**src/rtl/mips_pkg.sv**
```systemverilog
// rtl/mips_pkg.sv - shared constants and FSM state type for the instruction fetch path
// Contents: RESET_PC, NOP_INSTR, INSTR_W, fetch_state_e and a word-alignment helper.
package mips_pkg;

  localparam int          INSTR_W   = 32;
  localparam logic [31:0] RESET_PC  = 32'h0000_0000;
  localparam logic [31:0] NOP_INSTR = 32'h0000_0000;

  // IDLE: nothing outstanding, REQ: live request, DRAIN: stale request whose data is dropped
  typedef enum logic [1:0] {
    ST_IDLE  = 2'd0,
    ST_REQ   = 2'd1,
    ST_DRAIN = 2'd2
  } fetch_state_e;

  function automatic logic [31:0] align_word(input logic [31:0] addr);
    return addr & 32'hFFFF_FFFC;
  endfunction

endpackage

```
**src/rtl/fetch_fifo.sv**
```systemverilog
// rtl/fetch_fifo.sv - DEPTH-entry FIFO holding {pc, instruction} pairs for the fetch queue
// Ports:
//   clk, reset        clock, asynchronous active-low reset
//   push, push_data   write an entry (ignored when full)
//   pop               drop the head entry (ignored when empty)
//   flush             empty the FIFO at the next edge; overrides push/pop
//   head_data         current head entry (meaningless when empty)
//   count             number of stored entries, 0..DEPTH
//   empty, full       occupancy flags
module fetch_fifo #(
  parameter int DEPTH = 2,
  parameter int W     = 64
) (
  input  logic                   clk,
  input  logic                   reset,
  input  logic                   push,
  input  logic [W-1:0]           push_data,
  input  logic                   pop,
  input  logic                   flush,
  output logic [W-1:0]           head_data,
  output logic [$clog2(DEPTH):0] count,
  output logic                   empty,
  output logic                   full
);

  localparam int AW = $clog2(DEPTH);
  localparam int CW = AW + 1;

  logic [W-1:0]  mem_q [DEPTH];
  logic [AW-1:0] rd_ptr_q, rd_ptr_d;
  logic [AW-1:0] wr_ptr_q, wr_ptr_d;
  logic [CW-1:0] count_q, count_d;
  logic          do_push, do_pop;

  assign empty     = (count_q == '0);
  assign full      = (count_q == CW'(DEPTH));
  assign count     = count_q;
  assign head_data = mem_q[rd_ptr_q];

  assign do_push = push && !full && !flush;
  assign do_pop  = pop && !empty && !flush;

  // DEPTH is a power of two, so pointers wrap naturally
  always_comb begin
    rd_ptr_d = rd_ptr_q;
    wr_ptr_d = wr_ptr_q;
    count_d  = count_q;
    if (flush) begin
      rd_ptr_d = '0;
      wr_ptr_d = '0;
      count_d  = '0;
    end else begin
      if (do_push) wr_ptr_d = wr_ptr_q + AW'(1);
      if (do_pop)  rd_ptr_d = rd_ptr_q + AW'(1);
      count_d = count_q + CW'(do_push) - CW'(do_pop);
    end
  end

  always_ff @(posedge clk or negedge reset) begin
    if (!reset) begin
      rd_ptr_q <= '0;
      wr_ptr_q <= '0;
      count_q  <= '0;
    end else begin
      rd_ptr_q <= rd_ptr_d;
      wr_ptr_q <= wr_ptr_d;
      count_q  <= count_d;
    end
  end

  // Storage needs no reset: the head is never presented while empty
  always_ff @(posedge clk) begin
    if (do_push) mem_q[wr_ptr_q] <= push_data;
  end

endmodule

```
**src/rtl/fetch_queue.sv**
```systemverilog
// rtl/fetch_queue.sv - instruction fetch engine with a DEPTH-entry instruction queue
// Optional feature macro: FETCH_STALL_CNT_EN adds the stall_cnt output.
// Ports:
//   clk, reset                    clock, asynchronous active-low reset
//   redirect, redirect_pc         one-cycle branch/jump redirect and its target
//   imem_req, imem_addr           instruction memory request, held until imem_ack
//   imem_ack, imem_rdata          memory completion and data (same cycle)
//   instr_valid, instr_ready      decode handshake on the queue head
//   instr, instr_pc               head instruction word and its address
//   stall_cnt                     (FETCH_STALL_CNT_EN) saturating count of unacked request cycles
module fetch_queue
  import mips_pkg::*;
#(
  parameter int DEPTH = 2
) (
  input  logic               clk,
  input  logic               reset,
  input  logic               redirect,
  input  logic [31:0]        redirect_pc,
  output logic               imem_req,
  output logic [31:0]        imem_addr,
  input  logic               imem_ack,
  input  logic [INSTR_W-1:0] imem_rdata,
  output logic               instr_valid,
  input  logic               instr_ready,
  output logic [INSTR_W-1:0] instr,
  output logic [31:0]        instr_pc
`ifdef FETCH_STALL_CNT_EN
  ,
  output logic [31:0]        stall_cnt
`endif
);

  localparam int CW = $clog2(DEPTH) + 1;

  fetch_state_e state_q, state_d;
  logic [31:0]  fetch_pc_q, fetch_pc_d;
  logic [31:0]  imem_addr_q, imem_addr_d;
  logic         imem_req_q, imem_req_d;

  logic                   fifo_push, fifo_pop;
  logic [2*INSTR_W-1:0]   fifo_head;
  logic [CW-1:0]          fifo_count, count_after;
  logic                   fifo_empty, fifo_full;

  fetch_fifo #(
    .DEPTH (DEPTH),
    .W     (2 * INSTR_W)
  ) u_fifo (
    .clk       (clk),
    .reset     (reset),
    .push      (fifo_push),
    .push_data ({fetch_pc_q, imem_rdata}),
    .pop       (fifo_pop),
    .flush     (redirect),
    .head_data (fifo_head),
    .count     (fifo_count),
    .empty     (fifo_empty),
    .full      (fifo_full)
  );

  // The head is hidden during a redirect so decode never consumes wrong-path work
  assign instr_valid = !fifo_empty && !redirect;
  assign instr       = fifo_empty ? NOP_INSTR : fifo_head[INSTR_W-1:0];
  assign instr_pc    = fifo_empty ? 32'h0 : fifo_head[2*INSTR_W-1:INSTR_W];
  assign fifo_pop    = instr_valid && instr_ready;
  // In REQ, fetch_pc equals the outstanding address, so it tags the pushed word
  assign fifo_push   = (state_q == ST_REQ) && imem_ack && !redirect;
  assign count_after = fifo_count + CW'(fifo_push) - CW'(fifo_pop);

  assign imem_req  = imem_req_q;
  assign imem_addr = imem_addr_q;

  always_comb begin
    state_d    = state_q;
    fetch_pc_d = fetch_pc_q;
    if (redirect) begin
      fetch_pc_d = align_word(redirect_pc);
      unique case (state_q)
        ST_REQ, ST_DRAIN: state_d = imem_ack ? ST_IDLE : ST_DRAIN;
        default:          state_d = ST_IDLE;
      endcase
    end else begin
      unique case (state_q)
        ST_IDLE: begin
          if (!fifo_full) state_d = ST_REQ;
        end
        ST_REQ: begin
          if (imem_ack) begin
            fetch_pc_d = fetch_pc_q + 32'd4;
            state_d    = (count_after < CW'(DEPTH)) ? ST_REQ : ST_IDLE;
          end
        end
        ST_DRAIN: begin
          if (imem_ack) state_d = ST_IDLE;
        end
        default: state_d = ST_IDLE;
      endcase
    end
    imem_req_d  = (state_d == ST_REQ) || (state_d == ST_DRAIN);
    // A stale request keeps its original address until acknowledged
    imem_addr_d = (state_d == ST_DRAIN) ? imem_addr_q : fetch_pc_d;
  end

  always_ff @(posedge clk or negedge reset) begin
    if (!reset) begin
      state_q     <= ST_IDLE;
      fetch_pc_q  <= RESET_PC;
      imem_req_q  <= 1'b0;
      imem_addr_q <= RESET_PC;
    end else begin
      state_q     <= state_d;
      fetch_pc_q  <= fetch_pc_d;
      imem_req_q  <= imem_req_d;
      imem_addr_q <= imem_addr_d;
    end
  end

`ifdef FETCH_STALL_CNT_EN
  logic [31:0] stall_cnt_q, stall_cnt_d;

  always_comb begin
    stall_cnt_d = stall_cnt_q;
    if (imem_req_q && !imem_ack && (stall_cnt_q != 32'hFFFF_FFFF))
      stall_cnt_d = stall_cnt_q + 32'd1;
  end

  always_ff @(posedge clk or negedge reset) begin
    if (!reset) stall_cnt_q <= 32'h0;
    else        stall_cnt_q <= stall_cnt_d;
  end

  assign stall_cnt = stall_cnt_q;
`endif

endmodule

```
**config.mk**
```make
export PLATFORM = sky130hd
export DESIGN_NAME = fetch_queue
export DESIGN_NICKNAME = d
export VERILOG_FILES = /design/src/rtl/mips_pkg.sv /design/src/rtl/fetch_fifo.sv /design/src/rtl/fetch_queue.sv
export SDC_FILE = /design/constraint.sdc
export NUM_CORES = 1
export LEC_CHECK = 0
export ABC_AREA = 1
export CORE_ASPECT_RATIO = 1.25
export CORE_UTILIZATION = 54
export CTS_BUF_LIST = sky130_fd_sc_hd__clkbuf_8
export DETAILED_ROUTE_END_ITERATION = 12
export PLACE_DENSITY = 0.83
export SYNTH_ARGS = -nofsm -noshare
export SYNTH_HDL_FRONTEND = slang
export SYNTH_SLANG_ARGS = --single-unit
```
**constraint.sdc**
```tcl
create_clock -name clk -period 6 [get_ports clk]
set_input_delay 1.2 -clock clk [delete_from_list [all_inputs] [get_ports clk]]
set_output_delay 1.2 -clock clk [all_outputs]
set_load 0.01 [all_outputs]
```
==> impl_results.md <==
- Crit path buf inv count: 4
- Sw Pwr: 0.875 mW
- Vias per inst: 5.15
- # rows: 51
- Yosys Warn Count: 0
- CP cell instances: clkdlybuf4s50_1 > buf_4 > nor2_1 > nand2_1 > inv_1 > ha_1 > xor2_1 > o21ai_0 > nand2_1 > nand2_1 > o211ai_1 > nand2_1 > nand2_1 > ha_1 > inv_1 > nor2_1 > a31oi_1
- IO buf count: 164
- Synth cell count leaders: 298 x nand2_1, 128 x edfxtp_1, 71 x dfrtp_1, 65 x a21oi_1, 51 x nand3_1
- Average wire per standard cell: 15.0 um
- Most common cell in the netlist: nand2_1
- Synth Cell Area: 8660 sq um
- Setup TNS: 0 ns
- DR iter-0 viols: 465
- Switching part of the total: 28.5%
- Relative slew slack: 27.1%
- Critical path's top delay family: buffers and inverters
- H-tree depth: 4
- Die width: 115 um
- Slowest cell on the critical path: ha_1
- FMAX: 215 MHz
- Total gr overflow: 0
- Ratio of final minimum period to clock period: 77.6%
- Post-synthesis sequential area ratio: 64.9%
- Dpl hpwl: 12,300 um
- Hold_buf cts: 0
- Clock transition at the registers of the reported paths: 0.11 ns
- Cell variety after synth: 40
- Leakage: 4.37 nW
- Total Wirelength: 18,200 um
- Final ANT Viol Nets: 0
- Max Slew Vio Count: 0
- Least-Margin Pin Slew: 1.09 ns
- Hold depth: 0
- CP Max Fanout: 38
- Gate power share: 20.1%
- Core ar.: 15,600 sq um
- Nets: 1,073
- Die height: 144 um
- DR pass1 iterations: 7
- Hold WS: 0.489 ns
- Ant. Diodes: 0
- Hold Crit Class: register to register
- Resize count post-CTS: 0
- # IOs: 167
- Power Total: 3.07 mW
- Min Tclk post-route: 4.66 ns
- Post-synth top flop: edfxtp_1
- Sink Count: 199
- Share of the synthesized area in the top cell type: 44.4%
- Synth area leaders: edfxtp_1 44%, dfrtp_1 21%, nand2_1 13%
- Die area: 16,500 sq um
- TritonCTS clock tree: done
- Worst-Skew Late Latency: 0.46 ns
- Cts bufs inserted: 17
- Starting Density: 55.4%
- Critical path type: primary input to register
- Number of synthesized register bits: 199
- Outcome: completed
- Vias: 6,278
- Reg power frac: 53.0%
- Fin util: 69.5%
- Critical path's largest stage delay: 0.76 ns
- Post-synth EDFFs: 128
- M3 GR Usage: 4.26%
- Setup repair bufs after CTS: 0
- Clk_skew: 0.0172 ns
- Crit path top cell by count: nand2_1
- Routability cong.: 0.847
- Synth Instances: 842
- Post-Syn Area per Cell: 10.3 sq um
- Met2 Use GR: 37.7%
- Async SR Flop Fraction: 35.7%
- Worst r2r path cells: 16
- Worst endpoint required time: 6.29 ns
- CP Launch Type: primary input
- Max-cap violations: 0
- First-pass GRT wire length: 28,900 um
- Unrepaired setup endpoints after global routing: false
- VDD IR max: 0.000152 V
- Cell taking the most area after synthesis: edfxtp_1
- Initial antenna violation count: 0
- Drc violations: 0
- Largest net degree at the start of global routing: 72
- Crit. End Element: register
- Share of cells above drive strength 1: 8.53%
- Final setup violation count: 0
- Vias in the first global route: 5,966
- Total GRT Usage: 23.0%
- Clock share of power: 26.9%
- Critical Path AT: 4.95 ns
- CTS root buf: clkbuf_8
- Final hold violation count: 0
- Post-Syn Nets: 920
- Area Growth Syn to Fin: 25.5%
- Top Usage Layer GRT: met2
- Power density over cell area: 283 nW/um^2
- Worst path depth: 17
- Bufs on Longest Clock Path: 2
- Met1 usage: 29.7%
- Pint: 2.20 mW
[path summary, 6_finish.rpt]
path                       slack, ns            start             endpoint
max                             1.34         redirect         imem_addr[8]
min                             0.49    fetch_pc_q[0]  u_fifo.mem_q[1][32]
max reg2reg                     2.23  u_fifo.count[1]         imem_addr[8]
min reg2reg                     0.49    fetch_pc_q[0]  u_fifo.mem_q[1][32]
max in group asynchronous       4.44            reset      u_fifo.rd_ptr_q
min in group asynchronous       0.91            reset       fetch_pc_q[24]
[metal layers]
metal  up-vias  routed length (um)  part of all wire (%)
met3        34                 938                   5.1
met4         0                 517                   2.8
met1      2932                7690                    42
met2       212                9100                    50
met5         -                   0                     0
li1       3100                   -                     -
[through the flow]
stage,std cells,cell area [sq um],worst slack (ns)
floorplan,842,8660,1.23
global placement,1188,10500,0.950
detailed placement,1188,10500,0.869
CTS,1220,10900,1.37
global route,1220,10900,0.882
finish,1220,10900,1.34
[final cells by class]
class,instances,area (sq um)
repair buffers,171,1690
well taps,212,265
inverters,51,196
clock inverters,14,144
fillers,1105,4770
clock buffers,18,248
flip-flops and latches,199,5620
multi-input cells,555,2700
[cells by family after synthesis]
kind of cell	after synthesis	share of synthesized area [%]
AND/OR/NAND/NOR	431	21.7
flip-flops	199	64.9
AO/OA/AOI/OAI	102	6.55
buffers and inverters	88	4.18
XOR/XNOR	13	1.32
adder cells (fa/ha/maj)	9	1.30
[placed cells by master (no fill, tap or decap), types with 8 or more instances in the layout]
cell / instances
nand2_1: 298
or2_2: 13
nor2_4: 8
nand3_1: 51
a21oi_1: 65
inv_1: 49
nor2_1: 31
edfxtp_1: 128
o21ai_0: 8
clkbuf_8: 18
dfrtp_1: 70
clkdlybuf4s50_1: 163
a21boi_1: 9
ha_1: 9
[flip-flops by register name (all words and copies together), names as in the netlist]
name	cells
u_fifo.rd_ptr_q	1
imem_req	1
u_fifo.count	2
fetch_pc_q	32
state_q	2
u_fifo.mem_q	128
u_fifo.wr_ptr_q	1
imem_addr	32
[power by group through the flow]
stage	sequential, mW	clock (mW)	combinational [mW]
after floorplan	1.66	0	0.296
after global placement	1.65	0	0.607
after detailed placement	1.65	0	0.624
after CTS	1.63	0.842	0.625
after global routing	1.64	0.902	0.680
final	1.63	0.827	0.618
[worst reg2reg max path: stages (launching register included)]
cell and delay, ns:
dfrtp_1 0.56, nor2_4 0.05, nor2_1 0.13, nand2_1 0.12, inv_1 0.08, ha_1 0.20
xor2_1 0.16, o21ai_0 0.10, nand2_1 0.06, nand2_1 0.04, o211ai_1 0.08, nand2_1 0.07
nand2_1 0.08, ha_1 0.76, inv_1 0.77, nor2_1 0.26, a31oi_1 0.07
Power figures use the tool's default switching activity.
